--- config.mk ---
export PLATFORM = sky130hd
export DESIGN_NAME = mem_wb_stage
export DESIGN_NICKNAME = d
export VERILOG_FILES = /design/src/rtl/mem_wb_stage.sv
export SDC_FILE = /design/constraint.sdc
export NUM_CORES = 1
export LEC_CHECK = 0
export CAP_MARGIN = 0
export CORE_MARGIN = 2
export CORE_UTILIZATION = 28
export DETAILED_ROUTE_END_ITERATION = 7
export DONT_BUFFER_PORTS = 1
export HOLD_SLACK_MARGIN = 0.08
export SYNTH_ARGS = -nofsm -noshare
export SYNTH_HDL_FRONTEND = slang
export SYNTH_SLANG_ARGS = --single-unit
export TNS_END_PERCENT = 50
--- constraint.sdc ---
create_clock -name CLK -period 3.9 [get_ports CLK]
set_input_delay 0.39 -clock CLK [delete_from_list [all_inputs] [get_ports CLK]]
set_output_delay 0.39 -clock CLK [all_outputs]
set_load 0.005 [all_outputs]
--- src/rtl/mem_wb_stage.sv ---
// EX/MEM latch, data-cache access controller and MEM/WB latch for the pipeline back end.
// Optional `MEM_STALL_CNT_EN adds a free-running count of mem_busy cycles on stall_cycles.
module mem_wb_stage #(
    parameter int unsigned DATA_W = 32,
    parameter int unsigned REG_AW = 5
) (
    input  logic              CLK,
    input  logic              RST,
    input  logic              WEN,
    input  logic              flush,
    input  logic              ex_valid,
    input  logic [DATA_W-1:0] ex_aluout,
    input  logic [DATA_W-1:0] ex_storedata,
    input  logic [REG_AW-1:0] ex_rd,
    input  logic              ex_regwen,
    input  logic              ex_memread,
    input  logic              ex_memwrite,
    input  logic              ex_halt,
    input  logic              dhit,
    input  logic [DATA_W-1:0] dmemload,
    output logic              dmemREN,
    output logic              dmemWEN,
    output logic [DATA_W-1:0] dmemaddr,
    output logic [DATA_W-1:0] dmemstore,
    output logic              mem_busy,
    output logic              wb_valid,
    output logic              wb_wen,
    output logic [REG_AW-1:0] wb_rd,
    output logic [DATA_W-1:0] wb_data,
    output logic              wb_halt
`ifdef MEM_STALL_CNT_EN
    ,
    output logic [31:0]       stall_cycles
`endif
);

    typedef enum logic [1:0] {
        S_IDLE,
        S_ACCESS,
        S_DONE
    } state_t;

    state_t r_state, w_state_nxt;

    logic              r_m_valid;
    logic              r_m_regwen;
    logic              r_m_memread;
    logic              r_m_memwrite;
    logic              r_m_store;
    logic              r_m_halt;
    logic [DATA_W-1:0] r_m_aluout;
    logic [DATA_W-1:0] r_m_storedata;
    logic [REG_AW-1:0] r_m_rd;
    logic [DATA_W-1:0] r_hold;

    logic              r_wb_valid;
    logic              r_wb_wen;
    logic              r_wb_halt;
    logic [REG_AW-1:0] r_wb_rd;
    logic [DATA_W-1:0] r_wb_data;

    logic              w_access;
    logic              w_busy;
    logic              w_adv;
    logic              w_mem_ok;
    logic              w_ex_memop;
    logic [DATA_W-1:0] w_load_data;

    assign w_access    = (r_state == S_ACCESS);
    assign w_busy      = w_access & ~dhit;
    assign w_adv       = WEN & ~w_busy;
    // Nothing behind a halt (already retired or still sitting in M) may touch memory.
    assign w_mem_ok    = ex_valid & ~ex_halt & ~r_wb_halt & ~(r_m_valid & r_m_halt);
    assign w_ex_memop  = w_mem_ok & (ex_memread | ex_memwrite);
    assign w_load_data = w_access ? dmemload : r_hold;

    always_comb begin
        w_state_nxt = r_state;
        if (w_adv && !flush && w_ex_memop) begin
            w_state_nxt = S_ACCESS;
        end else if (w_adv) begin
            w_state_nxt = S_IDLE;
        end else if (w_access && dhit) begin
            w_state_nxt = S_DONE;
        end
    end

    always_ff @(posedge CLK) begin
        if (RST) begin
            r_state <= S_IDLE;
        end else begin
            r_state <= w_state_nxt;
        end
    end

    always_ff @(posedge CLK) begin
        if (RST) begin
            r_m_valid     <= 1'b0;
            r_m_regwen    <= 1'b0;
            r_m_memread   <= 1'b0;
            r_m_memwrite  <= 1'b0;
            r_m_store     <= 1'b0;
            r_m_halt      <= 1'b0;
            r_m_aluout    <= '0;
            r_m_storedata <= '0;
            r_m_rd        <= '0;
        end else if (w_adv) begin
            if (flush) begin
                r_m_valid    <= 1'b0;
                r_m_memread  <= 1'b0;
                r_m_memwrite <= 1'b0;
                r_m_halt     <= 1'b0;
            end else begin
                r_m_valid     <= ex_valid;
                r_m_regwen    <= ex_regwen;
                r_m_memread   <= ex_memread & w_mem_ok;
                r_m_memwrite  <= ex_memwrite & w_mem_ok;
                r_m_store     <= ex_memwrite;
                r_m_halt      <= ex_halt;
                r_m_aluout    <= ex_aluout;
                r_m_storedata <= ex_storedata;
                r_m_rd        <= ex_rd;
            end
        end
    end

    // A hit taken while the pipe is stalled is parked here until the next advance.
    always_ff @(posedge CLK) begin
        if (RST) begin
            r_hold <= '0;
        end else if (w_access && dhit && !WEN) begin
            r_hold <= dmemload;
        end
    end

    always_ff @(posedge CLK) begin
        if (RST) begin
            r_wb_valid <= 1'b0;
            r_wb_wen   <= 1'b0;
            r_wb_rd    <= '0;
            r_wb_data  <= '0;
            r_wb_halt  <= 1'b0;
        end else if (w_adv) begin
            r_wb_valid <= r_m_valid;
            r_wb_wen   <= r_m_valid & r_m_regwen & ~r_m_store;
            r_wb_rd    <= r_m_rd;
            r_wb_data  <= r_m_memread ? w_load_data : r_m_aluout;
            if (r_m_valid && r_m_halt) begin
                r_wb_halt <= 1'b1;
            end
        end
    end

`ifdef MEM_STALL_CNT_EN
    logic [31:0] r_stall_cnt;

    always_ff @(posedge CLK) begin
        if (RST) begin
            r_stall_cnt <= '0;
        end else if (w_busy) begin
            r_stall_cnt <= r_stall_cnt + 32'd1;
        end
    end

    assign stall_cycles = r_stall_cnt;
`endif

    assign dmemREN   = w_access & r_m_memread;
    assign dmemWEN   = w_access & r_m_memwrite;
    assign dmemaddr  = r_m_aluout;
    assign dmemstore = r_m_storedata;
    assign mem_busy  = w_busy;
    assign wb_valid  = r_wb_valid;
    assign wb_wen    = r_wb_wen;
    assign wb_rd     = r_wb_rd;
    assign wb_data   = r_wb_data;
    assign wb_halt   = r_wb_halt;

endmodule

Word-level counts from Yosys, hierarchy flattened
Index checks and enable logic that the tools add are counted.
{ "word_totals": {"ff_bits": 149, "in_bits": 111, "output_inout_bits": 107, "wordCells": 59} }
{ "op_classes": {"eq_ne": 1, "n_mux": 9, "bitwise_logic": 21, "n_reduce_logical": 11} }
{ "op_table": {"columns": ["op", "count"], "rows": [
  ["2-to-1 mux 32 bit", 2],
  ["AND 1 bit", 13],
  ["2-to-1 mux 1 bit", 7],
  ["inverter 1 bit", 7],
  ["logical AND 1 bit", 5],
  ["AND reduction 2 bit", 2],
  ["nonzero test 3 bit", 1],
  ["OR reduction 3 bit", 1],
  ["== test 2 x 1 -> 1 bit (second input constant)", 1],
  ["logical NOT 1 bit", 2],
  ["bitwise OR 1 bit", 1]
]} }

Depth between registers and ports, before layout
Gate-level depths: netlist (run 1).
{ "depth": {"depth_word": 7, "depth_mapped": 6, "ltp_nobuf": 4} }

Worst setup path before layout (run 1)
OpenSTA, ideal clock, no wires.
{ "synth_timing": {"path_type": "in2out", "startpoint": "input port dhit", "endpoint": "output port mem_busy", "t_arrival_ps": 1155, "required_time_ps": 3510, "slack_ps": 2355, "stages": 4, "n_path_buf": 2, "cell_sequence": "or3b_4 inv_4 buf_4 buf_4"} }
{ "synth_via": {"elab_chain_cells": 2} }
{ "synth_rtl": {"columns": ["element", "line_no", "text"], "rows": [
  ["start: declaration", "19", "input logic dhit,"],
  ["inverter 1 bit", "70", "assign w_busy = w_access & ~dhit;"],
  ["AND 1 bit", "70", null],
  ["end: declaration", "25", "output logic mem_busy,"]
]} }
No other way between the ends.

Worst setup path in the final report (run 1)
{ "layout_timing": {"startpoint": "register r_state[0]", "endpoint": "output port dmemWEN"} }
{ "layout_via": {"elab_chain_cells": 2} }
{ "layout_rtl": {"columns": ["element", "line_no", "text"], "rows": [
  ["start: declaration", "43", "state_t r_state, w_state_nxt;"],
  ["start signal: assignment", "92", "r_state <= w_state_nxt;"],
  ["== test 2 x 1 -> 1 bit", "69", "assign w_access = (r_state == S_ACCESS);"],
  ["AND 1 bit", "169", "assign dmemWEN = w_access & r_m_memwrite;"],
  ["end: declaration", "22", "output logic dmemWEN,"]
]} }
No other way between the ends.

==> run metrics, run 1 <==
total buffers and inverters traversed by the critical path=1; number of enable flip-flop cells after synthesis=0; RSZ-0062 raised after global routing=false; Cell Chain, Critical Path=buf_4 > nor2b_4 > and2_1; max incr delay on CP=between 800 and 900 ps; category of the worst setup path launch point=flop; count of H-tree levels built during CTS=4; run status=finished clean; share of the clock period used by the worst path after layout=0.698; die extent in y=roughly 160 µm; CTS Sinks=around 150; share of the synthesized area in compound gates (AO/OA/AOI/OAI)=0.241; flop and latch count out of synthesis=149; wire length of the first global-routing pass=between 20 and 30 mm; Max Transition Viols Final=0; Setup crit start=r_state[0]; layout-stage area growth over the synthesis result=10.9%; average vias per placed instance=approximately 5.1; Die Footprint=between 20,000 and 25,000 µm²; number of warning messages in the yosys log=0; Root Buffer=sky130_fd_sc_hd__clkbuf_16; Worst EP arrival=about 2300 ps; Cell Rows=56; number of gates resized after cts=0; post-synthesis xor/xnor area fraction=0; kind of end point of the critical path=output port; combinational family with the most area after synthesis=compound AO/OA/AOI/OAI gates; pin count of the biggest net entering global routing=approximately 120; Clock Latency Late Sink=about 420 ps; Fin Clk Skew=17.8 ps; adder and majority gate portion of the synthesized area=0; ys flop type=sky130_fd_sc_hd__dfxtp_1; CTS tree=yes; biggest area contributors in the synthesized netlist=sky130_fd_sc_hd__dfxtp_1 45%, sky130_fd_sc_hd__a21oi_1 8.5%, sky130_fd_sc_hd__or3b_1 8.3%; cell leakage power=2.35 nW; slew at the pin closest to its max-slew limit=1110 ps; total negative slack for setup checks=0 ps; Worst slew margin=0.260; Final min period=2720 ps; buffers from clock root to sink, at most=2; beginning of the worst hold path=dmemload[1]; ratio of total power to cell area=approximately 470 nW/µm²; number of antenna violations at the first check in global routing=0; number of optimization iterations in the first detailed-route pass=4; final setup violation count=0; number of top-level design ports=~220; maximum vdd drop=about 0.00025 V; share of final-layout standard cells stronger than drive strength 1=0.126; highest-count cells in the layout ignoring fill and taps=147 x sky130_fd_sc_hd__dfxtp_1, 113 x sky130_fd_sc_hd__a21oi_1, 75 x sky130_fd_sc_hd__o21ai_0; number of hold violations in the final report=0; antenna-violating nets left=0; register-to-register setup slack=about 1700 ps; average instance area after synthesis=around 9 µm²; share of synthesized area occupied by flip-flops and latches=0.451; area used by multi-input combinational logic=approximately 3100 µm²; number of global-route vias before repair=4,881; total track usage=0.148; multiplexer fraction of the synthesized cell area=0.00151; overall power consumption=about 3.4 mW; grt ovf=0; Final GP Congestion=approximately 0.7; share of the synthesized area in the top cell type=0.451; Mapped Cells=~750; HPWL after detailed placement=11.4 mm; largest fanout of any net on the critical path=37; Post-Syn Nets=between 800 and 900; synth unique cells=38; Total Routed Length=~19 mm; initial cell density of the core=0.284; Residual DRC=0; count of fill cells added during filler insertion=about 2.4k; horizontal extent of the die=158 µm; Initial DRC Count=about 330; number of nets in the layout=between 800 and 900; Core Box Area=23,300 µm²; share of synthesized cell area in and, or, nand and nor gates=0.221; area of the mapped netlist=roughly 6600 µm²; highest achievable clock rate=between 300 and 400 MHz; I/O Buffers=0; required time at the worst-slack endpoint=between 3000 and 4000 ps; kind of cell adding the most delay to the critical path=simple AND/OR/NAND/NOR gates; via count=~5.3k; Clock Pin Slew Worst Setup and Hold Paths=~70 ps; most common cell after layout, fill and taps aside=sky130_fd_sc_hd__dfxtp_1; area occupied by registers=roughly 3000 µm²; post-synth top area cell=sky130_fd_sc_hd__dfxtp_1; asr flop ratio synth=0; class of the tightest hold or removal check=in2reg; Slowest cell on crit path=sky130_fd_sc_hd__nor2b_4; Ant. Diodes=0; number of buffers inserted during clock tree synthesis=17; worst setup path class=reg2out; startpoint of the worst register-to-register path=r_state[0]; average wire per standard cell=roughly 18 µm; number of max-cap violations=0
[state kept, by name, indices dropped and copies added (netlist names), 2 cells and up]
register,count
wb_data,32
r_state,2
dmemstore,32
r_hold,32
dmemaddr,32
wb_rd,5
r_m_rd,5
[through the flow]
stage	worst slack [ps]	cells	util	cell area (µm²)	hold slack (ps)
3_5_place_dp	1560	998	0.286	6680	441
5_1_grt	1000	1035	0.314	7330	83.7
3_3_place_gp	1550	998	0.286	6680	437
6_report	1180	1035	0.314	7330	105
4_1_cts	1100	1035	0.314	7330	80.3
2_1_floorplan	2360	751	-	6620	431
[kinds of logic (layout without fill, tap and decap cells)]
| family | after synthesis | in the layout |
|---|---|---|
| AOI/OAI and AO/OA | 264 | 264 |
| and+or+nand+nor | 221 | 221 |
| DFF | 149 | 149 |
| buffers and inverters | 116 | 81 |
| muxes | 1 | 1 |
[final timing paths]
path	end	cells after the start
setup / recovery	dmemWEN	3
hold reg to reg	r_hold[11]	2
setup reg to reg	wb_data[31]	4
hold / removal	r_hold[1]	2
[power breakdown]
| part | total, mW | internal (mW) | switching [mW] | leakage (nW) |
|---|---|---|---|---|
| clock network | 1.64 | 0.984 | 0.654 | 0.284 |
| logic | 0.182 | 0.0773 | 0.105 | 0.851 |
| registers | 1.61 | 1.57 | 0.0402 | 1.21 |
| total | 3.43 | 2.63 | 0.799 | 2.35 |
[timing repair]
item / CTS / global route
endpoints found under the setup margin: 0 / 0
setup buffers: 0 / 0
hold buffers: 6 / 0
hold endpoints to repair: 115 / 0
[metal layers]
metal | GRT usage | part of all wire | up-vias
li1 | - | - | 2593
met1 | 0.184 | 0.44 | 2518
met2 | 0.235 | 0.46 | 146
met3 | 0.0630 | 0.088 | 6
met4 | 0.0390 | 0.0064 | 0
met5 | 0 | 0 | -
[cells in the mapped netlist (2+ instances only)]
| master | n |
|---|---|
| sky130_fd_sc_hd__a32o_1 | 34 |
| sky130_fd_sc_hd__and2_1 | 2 |
| sky130_fd_sc_hd__o21ai_0 | 75 |
| sky130_fd_sc_hd__inv_1 | 34 |
| sky130_fd_sc_hd__nand3_1 | 7 |
| sky130_fd_sc_hd__nand2_1 | 65 |
| sky130_fd_sc_hd__buf_4 | 4 |
| sky130_fd_sc_hd__clkbuf_1 | 52 |
| sky130_fd_sc_hd__or3b_2 | 8 |
| sky130_fd_sc_hd__or3b_1 | 63 |
| sky130_fd_sc_hd__a21oi_1 | 113 |
| sky130_fd_sc_hd__nand3b_1 | 32 |
| sky130_fd_sc_hd__o41ai_1 | 2 |
| sky130_fd_sc_hd__o211ai_1 | 33 |
| sky130_fd_sc_hd__buf_2 | 10 |
| sky130_fd_sc_hd__nor2b_1 | 2 |
| sky130_fd_sc_hd__dfxtp_1 | 149 |
| sky130_fd_sc_hd__or2_2 | 32 |
| sky130_fd_sc_hd__o21ai_1 | 4 |
| sky130_fd_sc_hd__buf_6 | 12 |
[layout make-up]
cell class	count	area share
inverter	36	0.0188
clock buffer	21	0.0641
multi-input combinational	486	0.423
sequential	149	0.407
timing repair buffer	14	0.0188
tap	319	0.0544
clock inverter	10	0.0143
Power figures use the tool's default switching activity.
==> run 2: changes to the inputs <==
- clock period: 3.9 -> 2.3 ns (I/O delays scaled with it)
==> run 2 against run 1 <==
Utilization up 5.2 points. Via count up 10%. Global-route usage up 1.1 points. Final cell count up 11%. Critical path depth up 1. Die area unchanged. Combinational power rose to 2.6 times the previous value. Register-to-register slack worse by 1500 ps. Non-clock buffer count up 116. Critical path type unchanged. Critical endpoint is now dmemREN. Largest cell class unchanged.
==> run metrics, run 2 (same netlist as run 1, synthesis figures left out) <==
run status=finished clean; met1 capacity usage during global routing=0.192; Setup crit start=r_state[0]; worst setup path class=reg2out; number of hold violations in the final report=0; number of top-level design ports=around 220; total buffers and inverters traversed by the critical path=2; overall power consumption=around 6 mW; max incr delay on CP=between 400 and 500 ps; worst r2r path cells=6; layout-stage area growth over the synthesis result=29.1%; CTS tree=yes; register-to-register setup slack=around 150 ps; largest fanout of any net on the critical path=37; Final GP Congestion=0.687; Core Box Area=around 23,000 µm²; number of optimization iterations in the first detailed-route pass=5; antenna-violating nets left=0; grt ovf=0; RSZ-0062 raised after global routing=false; global routing's busiest layer=met2; count of H-tree levels built during CTS=4; post-route design area=approximately 8500 µm²; die extent in y=158 µm; initial cell density of the core=0.284; Ant. Diodes=0; Worst EP arrival=between 1500 and 2000 ps; Final min period=between 2000 and 2500 ps; GR met3 Demand/Resource=0.0627; buffers from clock root to sink, at most=2; total negative slack for setup checks=0 ps; required time at the worst-slack endpoint=just over 2000 ps; Slowest cell on crit path=sky130_fd_sc_hd__buf_4; category of the worst setup path launch point=flop; wire length of the first global-routing pass=between 30 and 40 mm; via count=approximately 5.8k; global routing met2 resource utilization=0.259; number of buffers inserted during clock tree synthesis=17; Clock Latency Late Sink=roughly 420 ps; HPWL after detailed placement=11.9 mm; slew at the pin closest to its max-slew limit=~800 ps; startpoint of the worst register-to-register path=r_state[0]; horizontal extent of the die=roughly 160 µm; highest achievable clock rate=approximately 460 MHz; final setup violation count=0; Total Routed Length=between 20 and 25 mm; number of max-cap violations=0; Max Transition Viols Final=0; number of global-route vias before repair=between 5k and 6k; highest-count cells in the layout ignoring fill and taps=147 x sky130_fd_sc_hd__dfxtp_1, 113 x sky130_fd_sc_hd__a21oi_1, 111 x sky130_fd_sc_hd__dlygate4sd3_1; I/O Buffers=0; ratio of total power to cell area=roughly 700 nW/µm²; Residual DRC=0; number of antenna violations at the first check in global routing=0; Clock Pin Slew Worst Setup and Hold Paths=~70 ps; cell leakage power=2.85 nW; pin count of the biggest net entering global routing=153; number of nets in the layout=931; class of the tightest hold or removal check=in2reg; Worst slew margin=0.465; share of the clock period used by the worst path after layout=0.955; area after detailed placement=6770 µm²; average vias per placed instance=between 5 and 6; worst hold slack across all endpoints=approximately 140 ps; FF-to-FF End=dmemstore[18]; Initial DRC Count=340; Root Buffer=sky130_fd_sc_hd__clkbuf_16; cell depth of the worst setup path=4; CTS Sinks=149; Fin Clk Skew=8.25 ps; total track usage=0.160; most common cell after layout, fill and taps aside=sky130_fd_sc_hd__dfxtp_1; Die Footprint=24,900 µm²; critical path endpoint=dmemREN; Cell Chain, Critical Path=buf_4 > nor2b_4 > buf_12 > and2_1; Cell Rows=between 50 and 60; kind of end point of the critical path=output port; share of final-layout standard cells stronger than drive strength 1=0.121; maximum vdd drop=roughly 0.00033 V; kind of cell adding the most delay to the critical path=buffers and inverters; average wire per standard cell=roughly 18 µm
-- run 2: cell types whose count changed in the layout (fill, tap and decap cells not counted) --
cell	delta
sky130_fd_sc_hd__dlygate4sd3_1	+106
sky130_fd_sc_hd__buf_16	+1
sky130_fd_sc_hd__buf_4	+6
sky130_fd_sc_hd__clkinvlp_4	+5
sky130_fd_sc_hd__clkinv_2	-6
sky130_fd_sc_hd__clkinv_4	+4
sky130_fd_sc_hd__buf_12	+2
sky130_fd_sc_hd__clkbuf_16	+1
sky130_fd_sc_hd__clkbuf_8	-3
sky130_fd_sc_hd__inv_6	+1
-- run 2: worst min-delay path: cells and delay by family --
family | cells | cell delay (ps)
and+or+nand+nor | 1 | 50
AOI/OAI and AO/OA | 2 | 250
-- run 2: final cells by class --
class	instances	area, µm²
timing repair buffer	130	1340
inverter	36	138
sequential	149	2990
fill	2386	14800
clock buffer	18	429
clock inverter	14	156
tap	319	399
multi-input combinational	486	3100
-- run 2: stage by stage --
stage           util  cells  setup slack, ps
2_1_floorplan      -    751              848
3_3_place_gp   0.290   1005              335
3_5_place_dp   0.290   1005              281
4_1_cts        0.364   1149             14.6
5_1_grt        0.366   1152            0.850
6_report       0.366   1152              103
-- run 2: repair_timing --
action,CTS,global route
hold buffers,112,0
hold endpoints to repair,117,0
buffers inserted,0,2
resized for setup,0,1
setup endpoints to repair,0,5
-- run 2: how the worst min path moves through the flow --
| stage | start | endpoint | slack (ps) | depth (start not counted) |
|---|---|---|---|---|
| floorplan | flush | r_state[0] | 330 | 1 |
| global placement | RST | dmemstore[17] | 310 | 1 |
| detailed placement | RST | dmemstore[24] | 310 | 1 |
| CTS | dmemload[4] | wb_data[4] | 120 | 3 |
| global route | dmemload[24] | wb_data[24] | 120 | 3 |
| finish | dmemload[5] | wb_data[5] | 140 | 3 |
-- run 2: power by group --
group,switching [mW],internal [mW]
Sequential,0.0722,2.66
Clock,1.18,1.61
Combinational,0.213,0.258
Total,1.46,4.53
-- run 2: per-layer routing --
metal	up-vias	part of all wire	routed length, µm
met4	0	0.019	393
met1	2767	0.42	8710
met2	196	0.47	9820
li1	2824	-	-
met5	-	0	0
met3	23	0.090	1860
